`config.mk`:
```
export PLATFORM = sky130hd
export DESIGN_NAME = instruction_loader_flat
export DESIGN_NICKNAME = d
export VERILOG_FILES = /design/src/rtl/instruction_loader_if.sv /design/src/rtl/instruction_loader.sv /design/src/flat_wrapper.sv
export SDC_FILE = /design/constraint.sdc
export NUM_CORES = 1
export LEC_CHECK = 0
export CORE_UTILIZATION = 51
export DETAILED_ROUTE_END_ITERATION = 10
export PLACE_DENSITY = 0.74
export SKIP_CTS_REPAIR_TIMING = 1
export SLEW_MARGIN = 20
export SYNTH_ARGS = -nofsm -noshare
export SYNTH_HDL_FRONTEND = slang
export SYNTH_SLANG_ARGS = --single-unit
```
`constraint.sdc`:
```
create_clock -name clk -period 2.3 [get_ports clk]
set_clock_uncertainty 0.15 [all_clocks]
set_input_delay 0.46 -clock clk [delete_from_list [all_inputs] [get_ports clk]]
set_output_delay 0.46 -clock clk [all_outputs]
set_load 0.02 [all_outputs]
```
`src/rtl/instruction_loader_if.sv`:
```
// Byte-stream in / instruction-memory write out bundle for instruction_loader.
// slave = loader side, master = host / fetch-stage side.
interface instruction_loader_if #(
    parameter int CNT_W = 7
);
    logic             i_start;
    logic [7:0]       i_rx_data;
    logic             i_rx_valid;
    logic             o_we;
    logic [31:0]      o_instr_data;
    logic [CNT_W-1:0] o_word_count;
    logic             o_busy;
    logic             o_done;
    logic             o_error;

    modport slave (
        input  i_start, i_rx_data, i_rx_valid,
        output o_we, o_instr_data, o_word_count, o_busy, o_done, o_error
    );

    modport master (
        output i_start, i_rx_data, i_rx_valid,
        input  o_we, o_instr_data, o_word_count, o_busy, o_done, o_error
    );
endinterface

```
`src/rtl/instruction_loader.sv`:
```
// Assembles MSB-first program bytes into 32-bit words and writes them to instruction memory.
// Define LOADER_CHECKSUM_EN to require a trailing XOR checksum byte after the HALT word.
module instruction_loader #(
    parameter int MEM_DEPTH = 64,
    parameter int CNT_W     = 7
) (
    input  logic                 clk,
    input  logic                 i_rst,
    instruction_loader_if.slave  bus
);

`ifdef LOADER_CHECKSUM_EN
    typedef enum logic [2:0] {IDLE, RECV, DONE, ERROR, CKSUM} state_t;
`else
    typedef enum logic [2:0] {IDLE, RECV, DONE, ERROR} state_t;
`endif

    localparam logic [31:0] HALT = '1;

    state_t           state_q;
    logic [1:0]       byte_idx_q;
    logic [23:0]      shift_q;
    logic             we_q;
    logic [31:0]      instr_q;
    logic [CNT_W-1:0] count_q;
    logic             done_q;
    logic             error_q;
`ifdef LOADER_CHECKSUM_EN
    logic [7:0]       xor_q;
`else
    logic             halt_q;
`endif

    logic [31:0] word_d;
    logic        full_d;

    always_comb begin
        word_d = {shift_q, bus.i_rx_data};
        full_d = (count_q == CNT_W'(MEM_DEPTH));
    end

    always_ff @(posedge clk) begin
        if (i_rst) begin
            state_q    <= IDLE;
            byte_idx_q <= '0;
            shift_q    <= '0;
            we_q       <= 1'b0;
            instr_q    <= '0;
            count_q    <= '0;
            done_q     <= 1'b0;
            error_q    <= 1'b0;
`ifdef LOADER_CHECKSUM_EN
            xor_q      <= '0;
`else
            halt_q     <= 1'b0;
`endif
        end else begin
            we_q <= 1'b0;
            case (state_q)
                IDLE, DONE, ERROR: begin
                    if (bus.i_start) begin
                        state_q    <= RECV;
                        byte_idx_q <= '0;
                        count_q    <= '0;
                        done_q     <= 1'b0;
                        error_q    <= 1'b0;
`ifdef LOADER_CHECKSUM_EN
                        xor_q      <= '0;
`else
                        halt_q     <= 1'b0;
`endif
                    end
                end
                RECV: begin
`ifndef LOADER_CHECKSUM_EN
                    // HALT's write cycle has passed; close the session one edge later.
                    if (halt_q) begin
                        state_q <= DONE;
                        done_q  <= 1'b1;
                        halt_q  <= 1'b0;
                    end else
`endif
                    if (bus.i_rx_valid) begin
                        byte_idx_q <= byte_idx_q + 2'd1;
                        shift_q    <= {shift_q[15:0], bus.i_rx_data};
`ifdef LOADER_CHECKSUM_EN
                        xor_q      <= xor_q ^ bus.i_rx_data;
`endif
                        if (byte_idx_q == 2'd3) begin
                            if (full_d) begin
                                state_q <= ERROR;
                                error_q <= 1'b1;
                            end else begin
                                we_q    <= 1'b1;
                                instr_q <= word_d;
                                count_q <= count_q + CNT_W'(1);
                                if (word_d == HALT) begin
`ifdef LOADER_CHECKSUM_EN
                                    state_q <= CKSUM;
`else
                                    halt_q  <= 1'b1;
`endif
                                end
                            end
                        end
                    end
                end
`ifdef LOADER_CHECKSUM_EN
                CKSUM: begin
                    if (bus.i_rx_valid) begin
                        if (bus.i_rx_data == xor_q) begin
                            state_q <= DONE;
                            done_q  <= 1'b1;
                        end else begin
                            state_q <= ERROR;
                            error_q <= 1'b1;
                        end
                    end
                end
`endif
                default: state_q <= IDLE;
            endcase
        end
    end

    assign bus.o_we         = we_q;
    assign bus.o_instr_data = instr_q;
    assign bus.o_word_count = count_q;
`ifdef LOADER_CHECKSUM_EN
    assign bus.o_busy       = (state_q == RECV) || (state_q == CKSUM);
`else
    assign bus.o_busy       = (state_q == RECV);
`endif
    assign bus.o_done       = done_q;
    assign bus.o_error      = error_q;

endmodule

```
`src/flat_wrapper.sv`:
```
// flat-port wrapper written by rule: the top's interface ports become plain ports
module instruction_loader_flat 
#(
    parameter int MEM_DEPTH = 64,
    parameter int CNT_W     = 7
)
  (clk, i_rst, bus_i_start, bus_i_rx_data, bus_i_rx_valid, bus_o_we, bus_o_instr_data, bus_o_word_count, bus_o_busy, bus_o_done, bus_o_error);
  instruction_loader_if #(.CNT_W(CNT_W)) bus_i ();
  input  logic clk;
  input  logic i_rst;
  input wire logic [$bits(bus_i.i_start)-1:0] bus_i_start;
  input wire logic [$bits(bus_i.i_rx_data)-1:0] bus_i_rx_data;
  input wire logic [$bits(bus_i.i_rx_valid)-1:0] bus_i_rx_valid;
  output wire logic [$bits(bus_i.o_we)-1:0] bus_o_we;
  output wire logic [$bits(bus_i.o_instr_data)-1:0] bus_o_instr_data;
  output wire logic [$bits(bus_i.o_word_count)-1:0] bus_o_word_count;
  output wire logic [$bits(bus_i.o_busy)-1:0] bus_o_busy;
  output wire logic [$bits(bus_i.o_done)-1:0] bus_o_done;
  output wire logic [$bits(bus_i.o_error)-1:0] bus_o_error;
  assign bus_i.i_start = bus_i_start;
  assign bus_i.i_rx_data = bus_i_rx_data;
  assign bus_i.i_rx_valid = bus_i_rx_valid;
  assign bus_o_we = bus_i.o_we;
  assign bus_o_instr_data = bus_i.o_instr_data;
  assign bus_o_word_count = bus_i.o_word_count;
  assign bus_o_busy = bus_i.o_busy;
  assign bus_o_done = bus_i.o_done;
  assign bus_o_error = bus_i.o_error;
  instruction_loader #(.MEM_DEPTH(MEM_DEPTH), .CNT_W(CNT_W)) u_core (.clk(clk), .i_rst(i_rst), .bus(bus_i));
endmodule
```
==> metrics, run 1 <==
outcome=completed; Reg-to-Reg End=u_core.bus.o_instr_data[13]$_SDFFE_PP0P_; DR DRC count=0; highest routed layer=met4; wire length of the first global-routing pass=10,700 um; Placeable Area=5510 sq um; Critical Path Stages=3; antenna violations before repair=0; top cells by area in the synthesized netlist=dfxtp_1 49%, nand2_1 13%, a21oi_2 8.7%; count of TritonRoute iterations in the first routing pass=4; max-capacitance violation count=0; ratio of final minimum period to clock period=97.1%; clock tree from TritonCTS=yes; number of endpoints with negative hold slack in the final report=0; Worst-path clk slew=0.07 ns; cell area after layout=3680 sq um; via density per instance=5.20; critical path launch point=u_core.state_q[1]$_SDFFE_PP0P_; unrepaired setup endpoints after global routing=no; Pins Over Slew Limit=0; fraction of final layout cells with drive strength greater than 1=21.3%; initial standard-cell utilization of the core=52.7%; top achievable clock speed=0.448 GHz; max-slew headroom at the worst pin=63.4%; path depth of the worst reg2reg path=8; number of unique standard cell types used by synthesis=35; Avg Synthesized Cell Area=8.62 sq um; post-placement setup slack=0.0912 ns; crit path time final=2.23 ns; routed length on met3=328 um; post-route ant nets=0; setup slack of the worst register-to-register path=0.16 ns; required time reported for the critical path endpoint=1.69 ns; worst ir drop on vdd=392 uV; Crit path largest cell delay=0.62 ns; I/O Buffers=54; most used flip-flop cell after synthesis=dfxtp_1; leak pwr=1.16 nW; beginning of the worst register-to-register path=u_core.bus.o_word_count[1]$_SDFFE_PP0P_; vias after detailed routing=2,428; top-area cell type share of the netlist area=48.9%; synthesized flop and latch total=71; remaining global-route overflow=0; antenna cells=0; cell at the root of the clock tree=clkbuf_8; area after detailed placement=3470 sq um; worst setup path category=reg2out; ordered cell list for the critical path=nand2b_1 > inv_1 > clkdlybuf4s50_1; wire length after detailed routing=6170 um; vias in the first global route=2,179; most frequent standard cell in the layout excluding fill and tap cells=nand2_1; nets=405; met2 wire len=2710 um; pin count of the biggest net entering global routing=44; HPWL after detailed placement=4080 um; sequential fraction of the synthesis area=48.9%; startpoint class of the critical path=flip-flop; async set-or-reset flop fraction in the synthesized netlist=0%; die footprint=6000 sq um; Util after Layout=66.9%; Crit path buffers/inverters=2; placer congestion estimate=0.768; crit-path max FO=5; Die Wd=77.5 um; crit path setup slack, layout=0.0657 ns; arrival time at the worst endpoint=1.62 ns; standard cell with the maximum stage delay on the critical path=clkdlybuf4s50_1; sum of negative setup slack=0 ns; clock tree buffer depth=2; number of setup violations in the final report=0; Iteration-0 DRC Markers=205; wire length per cell=13.2 um; cell family with the largest share of critical-path delay=buffers and inverters; worst setup path endpoint=bus_o_busy; synthesized cell area=2900 sq um; Row Count=27; length of routed wiring on met1=3070 um; H-Tree Depth=3; Warnings, synthesis=0; clock sink count=71; number of flops mapped to enable cells by yosys=0; post-synthesis to final-layout area growth=26.8%; commonest non-fill, non-tap cells in the layout=97 x nand2_1, 71 x dfxtp_1, 53 x clkdlybuf4s50_1; worst hold-check path type=in2reg; clk_lat worst skew=0.34 ns; Die Y-Extent=77.5 um; type of element capturing the critical path=output pin; transition at the pin with the smallest max-transition slack=0.548 ns; cell accounting for the most synthesized area=dfxtp_1; Power Density=658 nW/um^2; global-route usage over all layers=22.4%; number of buffers created by CTS=9; post-synth net total=352; Worst Hold Margin=0.306 ns; instance count of the mapped netlist=337; boundary pin count=55
-- how the worst min path moves through the flow --
stage	startpoint	depth (start not counted)	endpoint
CTS	i_rst	2	u_core.bus.o_instr_data[7]$_SDFFE_PP0P_
floorplan	u_core.byte_idx_q[1]$_SDFFE_PP0P_	2	u_core.byte_idx_q[1]$_SDFFE_PP0P_
detailed placement	u_core.bus.o_instr_data[6]$_SDFFE_PP0P_	2	u_core.bus.o_instr_data[6]$_SDFFE_PP0P_
global placement	u_core.bus.o_instr_data[30]$_SDFFE_PP0P_	2	u_core.bus.o_instr_data[30]$_SDFFE_PP0P_
global route	i_rst	2	u_core.bus.o_instr_data[7]$_SDFFE_PP0P_
finish	i_rst	2	u_core.bus.o_instr_data[4]$_SDFFE_PP0P_
-- through the flow --
step / instances / total power [mW]
after floorplan: 337 / 1.34
after global placement: 451 / 1.38
after detailed placement: 451 / 1.38
after CTS: 467 / 2.44
after global routing: 467 / 2.50
final: 467 / 2.42
-- synthesized netlist by cell type (all sizes together) (2+ instances only) --
master    n
dfxtp    71
a31oi     2
clkbuf   11
nand4    10
nand3     3
nand2   120
buf      10
or3       4
nor2     10
a21oi    66
inv       6
ha        3
nor3      2
o21ai     4
-- logic make-up after synthesis --
group	share of synthesized area, %
AO/OA/AOI/OAI	18.2
buffers and inverters	5.60
adder cells (fa/ha/maj)	1.29
flip-flops	48.9
AND/OR/NAND/NOR	25.4
XOR/XNOR	0.603
-- routing by layer --
metal  up-vias  global-route usage [%]
met5         -                       0
met3         5                    4.12
li1       1227                       -
met1      1124                    32.3
met4         0                    10.0
met2        72                    32.4
-- power breakdown --
| part | leakage, nW | total, mW | switching (mW) | internal (mW) |
|---|---|---|---|---|
| Combinational | 0.487 | 0.105 | 0.0686 | 0.0365 |
| Sequential | 0.573 | 1.25 | 0.0124 | 1.24 |
| Clock | 0.102 | 1.07 | 0.460 | 0.607 |
| Total | 1.16 | 2.42 | 0.541 | 1.88 |
-- registers in the layout (all words and copies together) (netlist names) --
register and cells:
u_core.bus.o_done 1, u_core.bus.o_error 1, u_core.bus.o_instr_data 32, u_core.bus.o_we 1, u_core.bus.o_word_count 7, u_core.byte_idx_q 2
u_core.halt_q 1, u_core.shift_q 24, u_core.state_q 2
-- layout make-up --
type                       count  area [sq um]
sequential                    71          1420
timing repair buffer          63           616
fill                         489          1820
inverter                       6          22.5
tap                           72          90.1
multi-input combinational    239          1320
clock inverter                 6          85.1
clock buffer                  10           128
(Power assumes the default switching activity.)
==> run 2, diff against run 1 <==
- CORE_ASPECT_RATIO: unset -> 1.4
==> run 2 against run 1 <==
Worst setup slack improved by 0.12 ns; non-clock buffer count shrank 1; hold slack worse by 0.046 ns; via count increased by 0.62%; clock power down 13%; critical path depth increased by 4; combinational power about the same; sequential power is essentially flat; power decreased by 5.8%; critical path type is now reg2reg; critical endpoint is now u_core.bus.o_word_count[3]$_SDFFE_PP0P_; largest power group unchanged.
==> metrics, run 2 (synthesized netlist as in run 1, its figures left out) <==
outcome=completed; initial standard-cell utilization of the core=52.9% (+0.20 points); required time reported for the critical path endpoint=2.41 ns (+0.72 ns); fraction of final layout cells with drive strength greater than 1=20.6% (-0.66 points); antenna cells=0 (unchanged); standard cell with the maximum stage delay on the critical path=or4b_4; post-layout total power=2.28 mW (-5.8%); worst hold-check path type=in2reg; antenna violations before repair=0 (unchanged); Placeable Area=5490 sq um (-0.39%); Iteration-0 DRC Markers=153 (-25%); max reg flops=32 (unchanged); post-synthesis to final-layout area growth=25.3%; clock tree buffer depth=2 (unchanged); Crit path largest cell delay=0.50 ns (-0.12 ns); top achievable clock speed=0.472 GHz (+5.4%); Die Wd=65.8 um (-15%); die footprint=6000 sq um (about the same); crit path time final=2.12 ns (-0.115 ns); pin count of the biggest net entering global routing=37 (-16%); wire length of the first global-routing pass=10,300 um (-3.4%); boundary pin count=55 (unchanged); Die Y-Extent=91.3 um (+18%); sum of negative setup slack=0 ns (unchanged); Worst-path clk slew=0.07 ns (about the same); commonest non-fill, non-tap cells in the layout=97 x nand2_1, 71 x dfxtp_1, 52 x clkdlybuf4s50_1; cell at the root of the clock tree=clkbuf_8; ratio of final minimum period to clock period=92.1% (-5.0 points); number of buffers created by CTS=9 (unchanged); via density per instance=5.30 (+1.9%); Row Count=32 (+19%); Pins Over Slew Limit=0 (unchanged); Power Density=627 nW/um^2 (-4.7%); type of element capturing the critical path=flip-flop; H-Tree Depth=3 (unchanged); crit-path max FO=20 (+15); DR DRC count=0 (unchanged); remaining global-route overflow=0 (unchanged); global-route usage over all layers=22.4% (-0.090 points); wire length per cell=13.4 um (+1.5%); worst ir drop on vdd=496 uV (+27%); leak pwr=1.16 nW (-0.32%); I/O Buffers=54 (unchanged); transition at the pin with the smallest max-transition slack=0.478 ns (-0.0705 ns); number of endpoints with negative hold slack in the final report=0 (unchanged); vias after detailed routing=2,443 (+0.62%); post-route ant nets=0 (unchanged); unrepaired setup endpoints after global routing=no; nets=404 (-0.25%); max-capacitance violation count=0 (unchanged); count of TritonRoute iterations in the first routing pass=4 (unchanged); ordered cell list for the critical path=inv_1 > ha_1 > or4b_4 > o211ai_4 > buf_4 > o21ai_0 > a21oi_1; most frequent standard cell in the layout excluding fill and tap cells=nand2_1; vias in the first global route=2,264 (+3.9%); startpoint class of the critical path=flip-flop; non-filler instance count after layout=461 (-1.3%); HPWL after detailed placement=4250 um (+4.2%); Post-Place Cells=446 (-1.1%); clk_lat worst skew=0.34 ns (about the same); number of setup violations in the final report=0 (unchanged); wire length after detailed routing=6190 um (+0.24%); placer congestion estimate=0.799 (+4.0%); clock sink count=71 (unchanged); max-slew headroom at the worst pin=68.1% (+4.7 points); clock tree from TritonCTS=yes; worst setup path category=reg2reg; arrival time at the worst endpoint=2.23 ns (+0.61 ns)
-- run 2: cell types whose count changed in the layout (fill, tap and decap cells not counted) --
cell,delta
buf_4,-1
clkinvlp_4,-1
dlymetal6s2s_1,+1
bufinv_16,-1
clkdlybuf4s50_1,-1
clkbuf_1,+1
-- run 2: path summary, 6_finish.rpt --
kind / start / end / slack [ns] / cells after the start
min reg2reg: u_core.bus.o_instr_data[22]$_SDFFE_PP0P_ / u_core.bus.o_instr_data[22]$_SDFFE_PP0P_ / 0.31 / 2
min: i_rst / u_core.bus.o_instr_data[28]$_SDFFE_PP0P_ / 0.26 / 2
max reg2reg: u_core.bus.o_word_count[1]$_SDFFE_PP0P_ / u_core.bus.o_word_count[3]$_SDFFE_PP0P_ / 0.18 / 7
max: u_core.bus.o_word_count[1]$_SDFFE_PP0P_ / u_core.bus.o_word_count[3]$_SDFFE_PP0P_ / 0.18 / 7
-- run 2: through the flow --
| stage | cell area [sq um] | hold slack (ns) | util [%] | setup WS [ns] |
|---|---|---|---|---|
| floorplan | 2900 | 0.290 | - | 0.264 |
| global placement | 3460 | 0.295 | 63.0 | 0.128 |
| detailed placement | 3460 | 0.301 | 63.0 | 0.116 |
| CTS | 3640 | 0.248 | 66.3 | 0.0175 |
| global route | 3640 | 0.279 | 66.3 | 0.0177 |
| finish | 3640 | 0.261 | 66.3 | 0.181 |
-- run 2: report_power, final --
part / internal [mW] / switching (mW) / total (mW)
Clock: 0.492 / 0.436 / 0.928
Combinational: 0.0361 / 0.0676 / 0.104
Sequential: 1.24 / 0.0114 / 1.25
-- run 2: worst max-delay path: cells and delay by family, from the launching register on --
kind                       cells  cell delay, ns
AOI/OAI and AO/OA              3            0.51
adders and majority gates      1            0.13
buffers and inverters          2            0.40
DFF                            1            0.36
and+or+nand+nor                1            0.50
-- run 2: final cells by class --
| cell class | count | area, sq um |
|---|---|---|
| timing repair buffer | 62 | 611 |
| clock inverter | 4 | 47.5 |
| clock buffer | 11 | 131 |
| tap | 68 | 85.1 |
| fill | 472 | 1850 |
| multi-input combinational | 239 | 1320 |
| sequential | 71 | 1420 |
| inverter | 6 | 22.5 |
-- run 2: layer usage --
metal  up-vias  wire length, um  GRT usage (%)
li1       1223                -              -
met1      1154             2740           28.0
met2        57             3120           36.1
met3         9              201           3.14
met4         0              116           12.1
met5         -                0              0
==> run 3, diff against run 2 <==
- CTS_CLUSTER_SIZE: unset -> 10
==> results of run 3 <==
Final layout, timing and power as in run 2 (identical DEF).
